===== src/rtl/wb_regfile_if.sv =====
// MEM/WB-to-write-back bus for wb_regfile: write-back controls and data in,
// ID-stage read ports, forwarding value and commit counter out.
interface wb_regfile_if #(
   parameter int DATA_W = 32,
   parameter int ADDR_W = 5
);
   logic              RegWrite_i;
   logic              MemtoReg_i;
   logic [DATA_W-1:0] data_i;
   logic [DATA_W-1:0] addr_i;
   logic [ADDR_W-1:0] RegDst_i;
   logic [ADDR_W-1:0] RSaddr_i;
   logic [ADDR_W-1:0] RTaddr_i;
   logic [DATA_W-1:0] RSdata_o;
   logic [DATA_W-1:0] RTdata_o;
   logic [DATA_W-1:0] WBdata_o;
   logic              WBvalid_o;
   logic [31:0]       WBcnt_o;

   // The pipeline/ID side drives indices and write-back payload.
   modport master (
      output RegWrite_i, MemtoReg_i, data_i, addr_i, RegDst_i, RSaddr_i, RTaddr_i,
      input  RSdata_o, RTdata_o, WBdata_o, WBvalid_o, WBcnt_o
   );

   modport slave (
      input  RegWrite_i, MemtoReg_i, data_i, addr_i, RegDst_i, RSaddr_i, RTaddr_i,
      output RSdata_o, RTdata_o, WBdata_o, WBvalid_o, WBcnt_o
   );
endinterface


===== src/rtl/wb_regfile.sv =====
// Write-back stage plus 32x32 register file with two combinational read ports.
// Define WB_REGFILE_BYPASS_EN to make reads of the register being written return the new value.
module wb_regfile #(
   parameter int DATA_W = 32,
   parameter int ADDR_W = 5
) (
   input  logic         clk_i,
   input  logic         rst_i,
   wb_regfile_if.slave  bus
);
   localparam int DEPTH = 2 ** ADDR_W;

   logic [DATA_W-1:0] regs [DEPTH];
   logic [31:0]       wb_cnt;
   logic [DATA_W-1:0] wb_data;
   logic              wb_valid;
   logic [DATA_W-1:0] rs_data;
   logic [DATA_W-1:0] rt_data;
   wire  [31:0]       cnt_next = wb_cnt + 32'd1;

   // Gating with rst_i keeps WBvalid_o low during reset; r0 is never a commit target.
   always_comb begin
      wb_data  = bus.MemtoReg_i ? bus.data_i : bus.addr_i;
      wb_valid = bus.RegWrite_i & (bus.RegDst_i != '0) & rst_i;
   end

   // An unknown write enable evaluates false in the if, so the array is left untouched.
   always_ff @(posedge clk_i) begin
      if (!rst_i) begin
         for (int i = 0; i < DEPTH; i++) begin
            regs[i] <= '0;
         end
         wb_cnt <= '0;
      end else if (wb_valid) begin
         regs[bus.RegDst_i] <= wb_data;
         wb_cnt             <= cnt_next;
      end
   end

   always_comb begin
      rs_data = regs[bus.RSaddr_i];
      rt_data = regs[bus.RTaddr_i];
`ifdef WB_REGFILE_BYPASS_EN
      if (wb_valid && (bus.RSaddr_i == bus.RegDst_i)) begin
         rs_data = wb_data;
      end
      if (wb_valid && (bus.RTaddr_i == bus.RegDst_i)) begin
         rt_data = wb_data;
      end
`endif
      if (!rst_i || (bus.RSaddr_i == '0)) begin
         rs_data = '0;
      end
      if (!rst_i || (bus.RTaddr_i == '0)) begin
         rt_data = '0;
      end
   end

   assign bus.RSdata_o  = rs_data;
   assign bus.RTdata_o  = rt_data;
   assign bus.WBdata_o  = wb_data;
   assign bus.WBvalid_o = wb_valid;
   assign bus.WBcnt_o   = wb_cnt;
endmodule


===== src/flat_wrapper.sv =====
// flat-port wrapper written by rule: the top's interface ports become plain ports
module wb_regfile_flat 
#(
   parameter int DATA_W = 32,
   parameter int ADDR_W = 5
)
  (clk_i, rst_i, bus_RegWrite_i, bus_MemtoReg_i, bus_data_i, bus_addr_i, bus_RegDst_i, bus_RSaddr_i, bus_RTaddr_i, bus_RSdata_o, bus_RTdata_o, bus_WBdata_o, bus_WBvalid_o, bus_WBcnt_o);
  wb_regfile_if #(.DATA_W(DATA_W), .ADDR_W(ADDR_W)) bus_i ();
  input  logic clk_i;
  input  logic rst_i;
  input wire logic [$bits(bus_i.RegWrite_i)-1:0] bus_RegWrite_i;
  input wire logic [$bits(bus_i.MemtoReg_i)-1:0] bus_MemtoReg_i;
  input wire logic [$bits(bus_i.data_i)-1:0] bus_data_i;
  input wire logic [$bits(bus_i.addr_i)-1:0] bus_addr_i;
  input wire logic [$bits(bus_i.RegDst_i)-1:0] bus_RegDst_i;
  input wire logic [$bits(bus_i.RSaddr_i)-1:0] bus_RSaddr_i;
  input wire logic [$bits(bus_i.RTaddr_i)-1:0] bus_RTaddr_i;
  output wire logic [$bits(bus_i.RSdata_o)-1:0] bus_RSdata_o;
  output wire logic [$bits(bus_i.RTdata_o)-1:0] bus_RTdata_o;
  output wire logic [$bits(bus_i.WBdata_o)-1:0] bus_WBdata_o;
  output wire logic [$bits(bus_i.WBvalid_o)-1:0] bus_WBvalid_o;
  output wire logic [$bits(bus_i.WBcnt_o)-1:0] bus_WBcnt_o;
  assign bus_i.RegWrite_i = bus_RegWrite_i;
  assign bus_i.MemtoReg_i = bus_MemtoReg_i;
  assign bus_i.data_i = bus_data_i;
  assign bus_i.addr_i = bus_addr_i;
  assign bus_i.RegDst_i = bus_RegDst_i;
  assign bus_i.RSaddr_i = bus_RSaddr_i;
  assign bus_i.RTaddr_i = bus_RTaddr_i;
  assign bus_RSdata_o = bus_i.RSdata_o;
  assign bus_RTdata_o = bus_i.RTdata_o;
  assign bus_WBdata_o = bus_i.WBdata_o;
  assign bus_WBvalid_o = bus_i.WBvalid_o;
  assign bus_WBcnt_o = bus_i.WBcnt_o;
  wb_regfile #(.DATA_W(DATA_W), .ADDR_W(ADDR_W)) u_core (.clk_i(clk_i), .rst_i(rst_i), .bus(bus_i));
endmodule

===== config.mk =====
export PLATFORM = sky130hd
export DESIGN_NAME = wb_regfile_flat
export DESIGN_NICKNAME = d
export VERILOG_FILES = /design/src/rtl/wb_regfile_if.sv /design/src/rtl/wb_regfile.sv /design/src/flat_wrapper.sv
export SDC_FILE = /design/constraint.sdc
export NUM_CORES = 2
export LEC_CHECK = 0
export ABC_CLOCK_PERIOD_IN_PS = 14120
export CORE_MARGIN = 2
export CORE_UTILIZATION = 35
export CTS_CLUSTER_SIZE = 24
export DETAILED_ROUTE_END_ITERATION = 7
export DONT_BUFFER_PORTS = 1
export SLEW_MARGIN = 20
export SYNTH_ARGS = -nofsm -noshare
export SYNTH_HDL_FRONTEND = slang
export SYNTH_SLANG_ARGS = --single-unit

===== constraint.sdc =====
create_clock -name clk_i -period 14.12 [get_ports clk_i]
set_clock_uncertainty 0.2 [all_clocks]
set_input_delay 4.236 -clock clk_i [delete_from_list [all_inputs] [get_ports clk_i]]
set_output_delay 4.236 -clock clk_i [all_outputs]
set_load 0.1 [all_outputs]

# Word level (Yosys, flattened, before mapping)
# Memories as Yosys holds them, arrays and structs flattened.
# Cells that the tools add are included.
[totals]
output_inout_bits = 129
reg_bits = 32
word_cells = 22
n_memories = 1
ram_bits = 1024
[mem_list]
columns = ["memory", "depth", "width", "rd", "rd_clocked_by_memory_dff", "wr", "line", "text"]
rows = [
  ["u_core.regs", 32, 32, 2, 0, 32, "wb_regfile.sv:13", "logic [DATA_W-1:0] regs [DEPTH];"],
]
[op_classes]
n_addsub = 1
n_mux = 10
n_bitwise = 2
reduce_logical = 7
[ops]
columns = ["cell", "n"]
rows = [
  ["32-bit two-way mux", 4],
  ["32-bit by 1-bit adder with 32-bit output, second input constant", 1],
  ["32-bit OR reduction", 1],
  ["5-bit logical NOT", 2],
  ["1-bit two-way mux", 5],
  ["5-bit two-way mux", 1],
  ["5-bit nonzero test", 1],
  ["1-bit AND", 2],
  ["1-bit logical OR", 2],
  ["1-bit logical NOT", 1],
]

# Depth between registers and ports, before layout
[depth]
word_depth = 8
ltp_mapped = 10
mapped_depth_nobuf = 5

# Worst setup path before layout
# No wires, ideal clock.
[synth_path]
path_kind = "input port to output port"
startpoint = "in bus_RTaddr_i[0]"
endpoint = "out bus_RTdata_o[10]"
path_stages = 8
arrival_ns = 7.258
setup_slack_ns = 2.426
t_required_ns = 9.684
path_buffers = 5
path_cell_list = "buf_2 > buf_2 > inv_1 > buf_4 > buf_2 > buf_1 > mux2i_1 > o221ai_1"
[synth_via]
elab_chain_len = 3
word_cells_on_any_way = 4
cone_classes = "mux (1); reduce/logical (2); memory (1)"
[synth_lines]
columns = ["item", "line", "text"]
rows = [
  ["from (decl)", "flat_wrapper.sv:17", "input wire logic [$bits(bus_i.RTaddr_i)-1:0] bus_RTaddr_i;"],
  ["parallel branches: the longest is 2 deep, another holds memory read 32 x 32 bit", "n/a", ""],
  ["32-bit two-way mux (*)", "wb_regfile.sv:54", "if (!rst_i || (bus.RTaddr_i == '0)) begin"],
  ["to (decl)", "flat_wrapper.sv:19", "output wire logic [$bits(bus_i.RTdata_o)-1:0] bus_RTdata_o;"],
]
# Mark *: on every way between the ends.

# Worst setup path in the final report
[layout_path]
startpoint = "in rst_i"
endpoint = "out bus_RTdata_o[8]"
[layout_via]
elab_chain_len = 3
[layout_lines]
columns = ["item", "line", "text"]
rows = [
  ["from (decl)", "flat_wrapper.sv:10", "input logic rst_i;"],
  ["1-bit logical NOT", "n/a", ""],
  ["1-bit logical OR", "wb_regfile.sv:54", ""],
  ["32-bit two-way mux", "wb_regfile.sv:54", ""],
]
# No other way between the ends.

==> impl_metrics.py <==
metrics = {
    "clock_network": {
        "cts_max_level": 3,
        "cts_hold_buf": 0,
        "post_cts_buffers": 0,
        "numCtsBuffers": 108,
        "clock_sinks": 1056,
        "root_buffer": "clkbuf_16",
        "clkTransAtPathRegs_ns": 0.06,
        "clk_latency_ns": 0.71,
        "post_cts_resized": 0,
        "cts.path.max_buffers": 3,
        "cts_tree": "done",
    },
    "drt": {
        "vias": 34800,
        "ant_nets": 0,
        "firstDrtPassIters": 8,
        "wl_per_cell_um": 32.0,
        "drc_errors": 0,
        "drt-total-wl_um": 184000,
        "drt_iter0_drc": 4874,
        "vias_per_cell": 6.07,
    },
    "critical_path": {
        "required_ns": 9.68,
        "critPathLaunchType": "input port",
        "arrival_ns": 7.52,
        "path_max_fanout": 46,
        "end_kind": "primary output",
        "path_class": "input port to primary output",
        "r2r_cells": 5,
    },
    "global_routing": {
        "gr-usage-met3_pct": 6.00,
        "grt_first_pass_wirelength_um": 259000,
        "grt_use_total_pct": 23.1,
        "grt-ovfl-total": 0,
        "grt_pass1_vias": 34700,
        "grt_util_met1_pct": 30.9,
        "globalRouteMet2Util_pct": 37.2,
        "antenna_found_initial": 2,
        "grt_busiest_layer": "met2",
        "grt_max_degree": 276,
    },
    "logic_synthesis": {
        "syn_inst": 3706,
        "ys_top_cells_by_count": "edfxtp_1 (1024), nor2_1 (1018), mux4_2 (486), mux2i_1 (301), clkbuf_1 (270)",
        "synth_edf_count": 1024,
        "synthFlopType": "edfxtp_1",
        "synth_cell_types": 50,
        "synth_area_per_cell_um2": 14.5,
        "yosys_warnings": 0,
        "syn-cell-area_um2": 53600,
        "synth_top_cell_by_area": "edfxtp_1",
        "synth_most_common_cell": "edfxtp_1",
        "seq_area_frac_synth_pct": 58.5,
        "synth_area_leaders": "edfxtp_1 (57%), mux4_2 (20%), nor2_1 (7.1%), mux2i_1 (5.6%), clkbuf_1 (1.9%)",
        "netlist.area_leader.share_pct": 57.3,
        "async_flop_share_pct": 0,
        "ys_ff_latch": 1056,
    },
    "sta": {
        "tns_ns": 0,
        "hold_violations": 0,
        "layout_setup_ws_ns": 2.17,
        "maxSlewHeadroom_pct": 21.9,
        "slew_violations": 0,
        "min_period_over_period_pct": 84.7,
        "rsz0062_at_grt": "no",
        "fmax_mhz": 83.7,
        "finalSetupViolations": 0,
        "tightest_slew_ns": 1.17,
        "period_minus_slack_ns": 11.95,
    },
    "die": {
        "design.die.area_um2": 156000,
        "initial_utilization_pct": 35.3,
        "die_w_um": 396,
        "design.core.area_um2": 152000,
        "io-pin-count": 212,
        "dieHeight_um": 396,
        "fp-row-count": 143,
    },
    "final_layout": {
        "multi_input_area_um2": 21700,
        "seqCellArea_um2": 31400,
        "fin_area_um2": 60500,
        "syn2layout_area_growth_pct": 12.9,
        "fin_nets": 3695,
        "fin_cells": 5735,
        "nFillCells": 14100,
        "final_layout_size_suffix_gt1_share_pct": 25.6,
    },
    "placement": {
        "dpl.hpwl_um": 103000,
        "gp_congestion": 0.839,
        "dpl.cell_count": 5522,
        "place.port_buffers": 0,
        "place_area_um2": 56900,
        "pre_cts_slack_ns": 2.33,
    },
    "power": {
        "leakagePower_uw": 0.0208,
        "vdd_drop_max_v": 0.0000974,
        "power_density_nw_per_um2": 125,
        "p_total_uw": 7580,
    },
    "worst_hold_path": {
        "hold_path.class": "register to register",
        "hold_depth": 3,
    },
    "status": {
        "outcome": "complete, no violations",
    },
    "job": {
        "drv_cap": 0,
    },
}
[path summary, 6_finish.rpt]
kind / start / to / slack (ns)
worst max-delay path: rst_i / bus_RTdata_o[8] / 2.17
worst min-delay path: u_core.bus.WBcnt_o[10] / u_core.bus.WBcnt_o[10] / 0.55
worst min register to register: u_core.bus.WBcnt_o[10] / u_core.bus.WBcnt_o[10] / 0.55
worst max register to register: u_core.bus.WBcnt_o[5] / u_core.bus.WBcnt_o[27] / 10.77
[cell families (layout without fill, tap and decap cells)]
| logic type | Yosys count | after routing | synth area share [%] |
|---|---|---|---|
| and+or+nand+nor | 1206 | 1206 | 8.86 |
| DFF | 1056 | 1056 | 58.5 |
| muxes | 800 | 800 | 26.3 |
| buffers and inverters | 424 | 391 | 3.14 |
| AOI/OAI and AO/OA | 201 | 201 | 2.89 |
| xor gates and xnor gates | 17 | 17 | 0.278 |
| adders and majority gates | 1 | 1 | 0.0233 |
| other | 1 | 33 | 0.00699 |
[critical path, cell delays in order]
cell and delay, ns:
nand3_2 0.85, nor2_1 1.21, a22oi_1 0.30, nand2_1 0.82
[metal layers]
metal / share of wire (%) / vias to the layer above / routed length [um]
met4: 3.3 / 0 / 6070
met3: 12 / 361 / 22500
met2: 47 / 2256 / 86400
met1: 37 / 18200 / 68700
met5: 0 / - / 0
li1: - / 14000 / -
[power breakdown]
part | switching, uW | leakage, uW | internal (uW)
clock network | 1260 | 0.00168 | 1610
registers | 84.3 | 0.0100 | 3600
logic | 650 | 0.00907 | 373
total | 2000 | 0.0208 | 5580
[flip-flops by register name, indices dropped and copies added, names as in the netlist]
signal / count
u_core.regs: 1024
u_core.bus.WBcnt_o: 32
[cells in the final DEF, fill, tap and decap left out, types with 4 or more instances in the layout]
master and instances:
clkbuf_16 114, nand2_4 8, o22a_1 51, nor2b_1 4
o221ai_2 40, mux2_2 13, edfxtp_1 1024, mux2i_1 269
mux4_2 486, mux2i_4 32, nor3_1 7, inv_1 42
a31oi_1 4, clkinv_1 25, or3_1 12, bufinv_16 9
o21ai_0 21, o221ai_4 11, clkbuf_1 25, nand2_2 51
a22oi_1 26, nor4_1 10, conb_1 32, nand4_1 4
a22o_1 13, xnor2_1 15, a21oi_1 20, nor3b_1 4
nor2_1 1018, and2_1 4, buf_16 5, nand3_1 19
dfxtp_1 32, clkinvlp_4 6, clkinv_2 22, nand2_1 42
buf_4 132, o31ai_1 5, inv_6 4
[per-stage QoR]
step	utilization [%]	hold slack, ns
after floorplan	-	0.698
after global placement	37.3	0.542
after detailed placement	37.4	0.550
after CTS	39.7	0.559
after global routing	39.8	0.595
final	39.8	0.553
[cell type report]
cell class | count | share of cell area (%)
sequential | 1056 | 51.8
multi-input combinational | 2257 | 35.9
clock buffer | 137 | 4.77
tap | 2030 | 4.20
timing repair buffer | 143 | 2.06
clock inverter | 66 | 0.934
inverter | 45 | 0.291
antenna | 1 | 0.00413
Note: power is estimated with default switching activity, not from simulation.
